==> src/rtl/vga_dtg.sv <==
// vga_dtg: VGA display timing generator with a pixel-rate enable, registered coordinates and syncs.
// Optional VGA_SYNC_DELAY_EN delays the syncs by SYNC_DELAY clocks so they line up with the compositor.
module vga_dtg #(
  parameter int CLK_DIV    = 4,
  parameter int H_ACTIVE   = 640,
  parameter int H_FP       = 16,
  parameter int H_SYNC     = 96,
  parameter int H_BP       = 48,
  parameter int V_ACTIVE   = 480,
  parameter int V_FP       = 10,
  parameter int V_SYNC     = 2,
  parameter int V_BP       = 33,
  parameter bit SYNC_POL   = 1'b0,
  parameter int SYNC_DELAY = 2
) (
  input  logic       clk,
  input  logic       reset,
  output logic [9:0] pix_row,
  output logic [9:0] pix_col,
  output logic       video_on,
  output logic       horiz_sync,
  output logic       vert_sync,
  output logic       pix_tick,
  output logic       frame_start
);
  localparam int H_TOTAL = H_ACTIVE + H_FP + H_SYNC + H_BP;
  localparam int V_TOTAL = V_ACTIVE + V_FP + V_SYNC + V_BP;
  localparam int DW = CLK_DIV > 1 ? $clog2(CLK_DIV) : 1;
  localparam logic [9:0] HS_LO = 10'(H_ACTIVE + H_FP);
  localparam logic [9:0] HS_HI = 10'(H_ACTIVE + H_FP + H_SYNC - 1);
  localparam logic [9:0] VS_LO = 10'(V_ACTIVE + V_FP);
  localparam logic [9:0] VS_HI = 10'(V_ACTIVE + V_FP + V_SYNC - 1);
  logic [DW-1:0] div_q, div_d;
  logic [9:0] h_q, h_d, v_q, v_d;
  logic [9:0] pix_row_q, pix_row_d, pix_col_q, pix_col_d;
  logic video_on_q, video_on_d, hs_q, hs_d, vs_q, vs_d;
  logic pix_tick_q, pix_tick_d, frame_start_q, frame_start_d;
  logic tick, h_end;
  always_comb begin
    tick = div_q == DW'(CLK_DIV - 1);
    h_end = h_q == 10'(H_TOTAL - 1);
    div_d = tick ? '0 : div_q + 1'b1;
    h_d = !tick ? h_q : h_end ? '0 : h_q + 1'b1;
    v_d = !(tick && h_end) ? v_q : (v_q == 10'(V_TOTAL - 1)) ? '0 : v_q + 1'b1;
    pix_row_d = v_q;
    pix_col_d = h_q;
    video_on_d = h_q < 10'(H_ACTIVE) && v_q < 10'(V_ACTIVE);
    hs_d = (h_q >= HS_LO && h_q <= HS_HI) ? SYNC_POL : ~SYNC_POL;
    vs_d = (v_q >= VS_LO && v_q <= VS_HI) ? SYNC_POL : ~SYNC_POL;
    pix_tick_d = tick;
    // first clk of (0,0) only, so the pulse is one clk wide regardless of CLK_DIV
    frame_start_d = h_q == '0 && v_q == '0 && div_q == '0;
  end
  always_ff @(posedge clk or posedge reset) begin
    if (reset) begin
      div_q <= '0;
      h_q <= '0;
      v_q <= '0;
      pix_row_q <= '0;
      pix_col_q <= '0;
      video_on_q <= 1'b0;
      hs_q <= ~SYNC_POL;
      vs_q <= ~SYNC_POL;
      pix_tick_q <= 1'b0;
      frame_start_q <= 1'b0;
    end else begin
      div_q <= div_d;
      h_q <= h_d;
      v_q <= v_d;
      pix_row_q <= pix_row_d;
      pix_col_q <= pix_col_d;
      video_on_q <= video_on_d;
      hs_q <= hs_d;
      vs_q <= vs_d;
      pix_tick_q <= pix_tick_d;
      frame_start_q <= frame_start_d;
    end
  end
`ifdef VGA_SYNC_DELAY_EN
  logic [SYNC_DELAY-1:0] hs_sr_q, hs_sr_d, vs_sr_q, vs_sr_d;
  always_comb begin
    hs_sr_d = SYNC_DELAY'({hs_sr_q, hs_q});
    vs_sr_d = SYNC_DELAY'({vs_sr_q, vs_q});
  end
  always_ff @(posedge clk or posedge reset) begin
    if (reset) begin
      hs_sr_q <= {SYNC_DELAY{~SYNC_POL}};
      vs_sr_q <= {SYNC_DELAY{~SYNC_POL}};
    end else begin
      hs_sr_q <= hs_sr_d;
      vs_sr_q <= vs_sr_d;
    end
  end
  assign horiz_sync = hs_sr_q[SYNC_DELAY-1];
  assign vert_sync = vs_sr_q[SYNC_DELAY-1];
`else
  assign horiz_sync = hs_q;
  assign vert_sync = vs_q;
`endif
  assign pix_row = pix_row_q;
  assign pix_col = pix_col_q;
  assign video_on = video_on_q;
  assign pix_tick = pix_tick_q;
  assign frame_start = frame_start_q;
endmodule

==> config.mk <==
export PLATFORM = sky130hd
export DESIGN_NAME = vga_dtg
export DESIGN_NICKNAME = d
export VERILOG_FILES = /design/src/rtl/vga_dtg.sv
export SDC_FILE = /design/constraint.sdc
export NUM_CORES = 1
export LEC_CHECK = 0
export ABC_CLOCK_PERIOD_IN_PS = 4600
export BUFFER_PORTS_ARGS = -buffer_cell sky130_fd_sc_hd__buf_2
export CAP_MARGIN = 20
export CORE_MARGIN = 2
export CORE_UTILIZATION = 50
export CTS_BUF_LIST = sky130_fd_sc_hd__clkbuf_8
export CTS_CLUSTER_DIAMETER = 50
export DETAILED_ROUTE_END_ITERATION = 12
export PLACE_DENSITY = 0.71
export SETUP_SLACK_MARGIN = 0.05
export SLEW_MARGIN = 20
export SYNTH_ARGS = -nofsm -noshare
export SYNTH_HDL_FRONTEND = slang
export SYNTH_SLANG_ARGS = --single-unit
==> constraint.sdc <==
create_clock -name clk -period 4.6 [get_ports clk]
set_clock_uncertainty 0.1 [all_clocks]
set_input_delay 0.92 -clock clk [delete_from_list [all_inputs] [get_ports clk]]
set_output_delay 0.92 -clock clk [all_outputs]
set_load 0.03 [all_outputs]
==> results of run 1 <==
==> critical path, stage by stage, from the launching register on <==
cell      delay [ns]
dfrtp_1         0.38
ha_1            0.33
and2_0          0.40
and4_1          0.45
nand2b_2        0.13
o31ai_1         0.24
==> per-stage QoR <==
stage	hold WS [ns]	cells	setup WS, ns	instance area [µm²]
4_1_cts	0.3603	233	2.499	2182
5_1_grt	0.3835	233	2.266	2182
2_1_floorplan	0.2487	158	2.467	1887
3_3_place_gp	0.3329	225	2.634	2046
6_report	0.3610	233	2.479	2182
3_5_place_dp	0.3387	225	2.499	2046
==> sequential cells by signal (all words and copies together) (netlist names) <==
| register | cells |
|---|---|
| h_q | 10 |
| div_q | 2 |
| video_on | 1 |
| pix_col | 10 |
| frame_start | 1 |
| pix_tick | 1 |
| pix_row | 10 |
| vert_sync | 1 |
| horiz_sync | 1 |
| pix_row_d | 10 |
==> placed cells by master, fill, tap and decap left out, types with 2 or more instances in the layout <==
cell type	Yosys	final
o22ai_1	3	3
dfstp_2	2	2
bufinv_16	0	2
buf_2	4	26
nor3_1	3	3
and4_1	3	3
ha_1	6	6
xor2_1	3	3
nand4_1	5	5
nor4b_1	2	2
nor2_1	7	7
nand2_1	10	10
or4_1	2	2
a21oi_1	3	3
inv_1	9	8
and3_1	8	8
o21ai_0	7	7
clkbuf_8	0	5
nand3_1	8	8
a2bb2oi_1	2	2
o31ai_1	3	3
xnor2_1	6	6
dfrtp_1	45	45
==> kinds of logic (layout without fill, tap and decap cells) <==
logic type | count (synthesis) | after routing | share of synthesized area (%)
flip-flops | 47 | 47 | 62.47
buffers and inverters | 17 | 44 | 3.846
AND/OR/NAND/NOR | 59 | 59 | 19.03
adder cells (fa/ha/maj) | 6 | 6 | 3.979
XOR/XNOR | 9 | 9 | 4.178
AO/OA/AOI/OAI | 20 | 20 | 6.499
==> layout make-up <==
class / count / area, µm² / share of cell area, %
timing repair buffer: 27 / 137.6 / 6.307
clock inverter: 3 / 67.56 / 3.096
inverter: 9 / 33.78 / 1.548
sequential: 47 / 1179 / 54.01
clock buffer: 5 / 68.82 / 3.154
tap: 48 / 60.06 / 2.752
multi-input combinational: 94 / 635.6 / 29.13
==> where the power goes <==
group	total (W)	internal, W	switching (W)
logic	0.00000830	0.000000930	0.00000737
clock network	0.000350	0.000216	0.000134
registers	0.000413	0.000413	0
total	0.000771	0.000630	0.000141
==> metal layers <==
layer | vias up | track usage [%] | share of wire, %
met3 | 3 | 5.137 | 4.9
li1 | 597 | - | -
met2 | 38 | 26.79 | 50
met5 | - | 0 | 0
met1 | 588 | 22.49 | 45
met4 | 0 | 7.031 | 0.92
==> how the worst max path moves through the flow <==
stage	endpoint	from	depth (start not counted)	slack, ns
after floorplan	div_q[0]	reset	1	2.47
after global placement	pix_row_d[5]	div_q[0]	5	2.63
after detailed placement	pix_row_d[5]	div_q[0]	5	2.50
after CTS	pix_row_d[4]	div_q[0]	5	2.50
after global routing	pix_row_d[5]	div_q[0]	5	2.27
final	pix_row_d[4]	div_q[0]	5	2.48
==> results by group, run 1 <==
Global route
  – Pin count of the biggest net entering global routing: 48
  – Grt total ovfl: 0
  – Number of antenna violations at the first check in global routing: 0
  – Vias in the first global route: 1,196
  – First-pass GRT wire length: ~5.5 mm
  – GRT Overall Usage: ~17%

Clock tree
  – Hold_buf cts: 0
  – Post-cts resize count: 0
  – Root Buffer: clkbuf_8
  – Clock-pin slew on the worst setup and hold paths: 0.08 ns
  – TritonCTS clock tree: yes
  – Post-CTS Setup Inserts: 0
  – Clk sink count: 47
  – Clock Latency Late Sink: 0.30 ns
  – Max Buffers Root-to-Sink: 2
  – CTS buffer count: 5
  – H-tree Lvls: 2

Cells and area
  – Area growth, synth to finish: 15.65%
  – ANT cells: 0
  – Layout filler cell count: between 300 and 400
  – Finished Core Util: approximately three fifths
  – Final #Nets: 192
  – Layout cells sized above 1: approximately 22%

Worst setup path
  – R2R cell count: 5
  – CP max FO: 10
  – WS Path Type: reg2reg
  – Data arrival, critical path: approximately 2.2 ns
  – Reg2reg setup slack: 2.48 ns
  – Worst Setup End Kind: flop
  – RR Startpoint: div_q[0]
  – Startpoint Class: flop
  – R2R Path End: pix_row_d[4]
  – Worst Path Required: 4.70 ns

Hold path
  – Hold crit path type: reg2reg
  – Hold Path Cell Cnt: 0
  – HP Start: pix_row_d[7]
  – WHS Endpoint: pix_row[7]

Pwr
  – Pwr/cell area: 353.4 nW/µm²
  – Peak supply drop: 0.2798 mV
  – Leak: 1.079 nW
  – Final Total Pwr: 0.0007712 W

Timing
  – Fmax: 471.6 MHz
  – Min Tclk post-route: 2.121 ns
  – Worst-Margin Slew: around 0.55 ns
  – Tcrit/Tclk final: about 46%
  – Final Hold Vio Count: 0
  – Final Max Slew Viols: 0
  – RSZ-0062 raised after global routing: false
  – Setup Viol. Count Final: 0
  – Post-Route Setup TNS: 0 ns
  – Slew HR: 63.57%

Logic synthesis
  – Area contributors post-synth: dfrtp_1 60%, ha_1 4.0%, dfstp_2 2.8%
  – Average instance area after synthesis: between 10 and 15 µm²
  – Top cells by count, synth: 45 x dfrtp_1, 10 x nand2_1, 9 x inv_1, 8 x and3_1, 8 x nand3_1
  – Sequential-to-total area share from yosys stat: 62.47%
  – Yosys top cell by area: dfrtp_1
  – EDFF count, synth: 0
  – Synth warnings: 0
  – Yosys reg bits: 47
  – Post-Syn Instances: about 160
  – Synth Cell Area: 1887 µm²
  – Synth Flop Type: dfrtp_1
  – Yosys cell types: 36
  – Syn nets: 166
  – Ys async rst share: 100.0%
  – Synth top area share: 59.68%
  – Most numerous cell in the Yosys netlist: dfrtp_1

Drt
  – Drt via density: 5.262
  – Remaining antenna violation count: 0
  – Drt initial violations: 56
  – Routed length per placed instance: 13.98 µm
  – Via count: 1,226
  – DRC viols: 0
  – DR pass1 iterations: 5
  – Drt total wl: 3.257 mm

Placement
  – Routability cong.: 0.7870
  – I/O Buffers: 26
  – Hpwl dp: approximately 2.2 mm

Floorplan
  – Ports: 27
  – Die area: 4281 µm²
  – Num rows: 22
  – Initial Util: between 50 and 60%
  – Die Span Y: 65.43 µm
  – Die width: ~65 µm
  – Core box area: 3633 µm²

Status
  – Outcome: finished clean

Job
  – Number of max-cap violations: 0
Note: power is estimated with default switching activity, not from simulation.
==> run 2, diff against run 1 <==
--- a/config.mk
+++ b/config.mk
@@ -5,7 +5,7 @@
 export SDC_FILE = /design/constraint.sdc
 export NUM_CORES = 1
 export LEC_CHECK = 0
-export ABC_CLOCK_PERIOD_IN_PS = 4600
+export ABC_CLOCK_PERIOD_IN_PS = 2000
 export BUFFER_PORTS_ARGS = -buffer_cell sky130_fd_sc_hd__buf_2
 export CAP_MARGIN = 20
 export CORE_MARGIN = 2
==> constraint.sdc (replaced) <==
create_clock -name clk -period 2 [get_ports clk]
set_clock_uncertainty 0.1 [all_clocks]
set_input_delay 0.4 -clock clk [delete_from_list [all_inputs] [get_ports clk]]
set_output_delay 0.4 -clock clk [all_outputs]
set_load 0.03 [all_outputs]
==> results by group, run 2 (synthesis results as in run 1) <==
Pwr
  – Peak supply drop: 0.3464 mV
  – Leak: 1.100 nW
  – Pwr/cell area: 693.2 nW/µm²

Clock tree
  – Root Buffer: clkbuf_8
  – TritonCTS clock tree: yes
  – Clk sink count: 47
  – Clock Latency Late Sink: 0.30 ns
  – Clock-pin slew on the worst setup and hold paths: 0.08 ns
  – CTS buffer count: 5
  – H-tree Lvls: 2
  – Max Buffers Root-to-Sink: 2
  – Post-CTS Setup Inserts: 0

Hold path
  – Hold crit path type: reg2reg
  – HP Start: div_q[0]

Worst setup path
  – WS Path Type: reg2reg
  – CP startpoint: h_q[7]
  – CP max FO: 9
  – Worst Setup End Kind: flop
  – Worst Path Required: 2.10 ns
  – RR Startpoint: h_q[7]
  – Data arrival, critical path: 1.91 ns
  – Startpoint Class: flop

Timing
  – Fmax: 553.5 MHz
  – Post-Route Setup TNS: 0 ns
  – Setup Viol. Count Final: 0
  – Tcrit/Tclk final: 90.34%
  – Min Tclk post-route: 1.807 ns
  – Final Hold Vio Count: 0
  – RSZ-0062 raised after global routing: false
  – Final Max Slew Viols: 0
  – Slew HR: 64.06%
  – Worst-Margin Slew: 0.5357 ns

Placement
  – Routability cong.: between 0.7 and 0.8
  – I/O Buffers: 26
  – Placed cells: 233
  – Hpwl dp: 2.449 mm

Drt
  – Drt via density: 5.240
  – Remaining antenna violation count: 0
  – Drt initial violations: 72
  – Via count: about 1,300
  – DRC viols: 0
  – DR pass1 iterations: 4
  – Routed length per placed instance: 13.89 µm
  – Drt total wl: approximately 3.4 mm

Floorplan
  – Core box area: 3633 µm²
  – Die area: 4281 µm²
  – Die width: 65.43 µm
  – Die Span Y: 65.43 µm
  – Initial Util: 51.93%
  – Num rows: 22
  – Ports: 27

Global route
  – Grt total ovfl: 0
  – First-pass GRT wire length: 5.802 mm
  – Number of antenna violations at the first check in global routing: 0
  – GRT Overall Usage: a little under a fifth
  – Pin count of the biggest net entering global routing: 18
  – Vias in the first global route: 1,221

Cells and area
  – Final Non-Filler Cells: 242
  – Layout cells sized above 1: 25.26%
  – ANT cells: 0
  – Commonest non-fill, non-tap cell in the layout: dfrtp_1
  – Area growth, synth to finish: 16.84%
  – Final #Nets: 201
  – Commonest non-fill, non-tap cells in the layout: 45 x dfrtp_1, 26 x buf_2, 10 x nand2_1, 9 x buf_4

Status
  – Outcome: finished clean

Job
  – Number of max-cap violations: 0
==> run 2: cell count changes in the layout (fill, tap and decap cells not counted) <==
cell	previous run	this run
buf_4	1	9
clkinv_2	0	1
dlygate4sd3_1	0	1
clkinvlp_4	1	2
bufinv_16	2	0
==> run 2: area by class of cell <==
class | count | area (µm²)
flip-flops and latches | 47 | 1179
inverters | 9 | 33.78
fillers | 310 | 1429
clock buffers | 5 | 68.82
repair buffers | 36 | 207.7
clock inverters | 3 | 20.02
multi-input cells | 94 | 635.6
well taps | 48 | 60.06
==> run 2: critical path, stage by stage, from the launching register on <==
cell      delay (ns)
dfrtp_1         0.42
nor4b_4         0.38
and4_1          0.43
nand2b_2        0.13
o31ai_1         0.25
==> run 2: metrics by stage <==
| stage | util (%) | instance area, µm² | setup WS [ns] | power [W] | hold slack [ns] |
|---|---|---|---|---|---|
| 6_report | 60.67 | 2205 | 0.1932 | 0.001528 | 0.3567 |
| 2_1_floorplan | - | 1887 | 0.2287 | 0.0009822 | 0.2487 |
| 3_5_place_dp | 57.95 | 2106 | 0.2091 | 0.0009916 | 0.2942 |
| 3_3_place_gp | 57.95 | 2106 | 0.2943 | 0.0009905 | 0.2763 |
| 4_1_cts | 60.67 | 2205 | 0.1877 | 0.001545 | 0.3571 |
| 5_1_grt | 60.67 | 2205 | 0.05363 | 0.001603 | 0.3705 |
==> run 2: final timing paths <==
path                                endpoint  slack, ns  cells past startpoint
worst min-delay path                div_q[0]       0.36                      1
min in group asynchronous         pix_col[9]       0.50                      3
worst max-delay path            pix_row_d[4]       0.19                      4
worst max register to register  pix_row_d[4]       0.19                      4
worst min register to register      div_q[0]       0.36                      1
max in group asynchronous         horiz_sync       0.68                      4
==> run 2: repair_timing <==
action                                 in CTS  in global routing
endpoints found under the hold margin      13                  0
gates resized for setup                     0                  0
hold buffers                                1                  0
==> run 2: where the power goes <==
group	internal [W]	switching [W]	total, W	leakage, nW
Clock	0.000243	0.000313	0.000556	0.0402
Sequential	0.000949	0	0.000949	0.620
Combinational	0.00000464	0.0000181	0.0000227	0.440
Total	0.00120	0.000331	0.00153	1.10
==> run 2: per-layer routing <==
layer / share of wire [%] / global-route usage [%] / up-vias / routed length, µm
li1: - / - / 620 / -
met1: 45 / 23.12 / 616 / 1498
met2: 49 / 28.44 / 26 / 1642
met3: 4.6 / 6.507 / 6 / 155
met4: 1.9 / 7.813 / 0 / 64
met5: 0 / 0 / - / 0
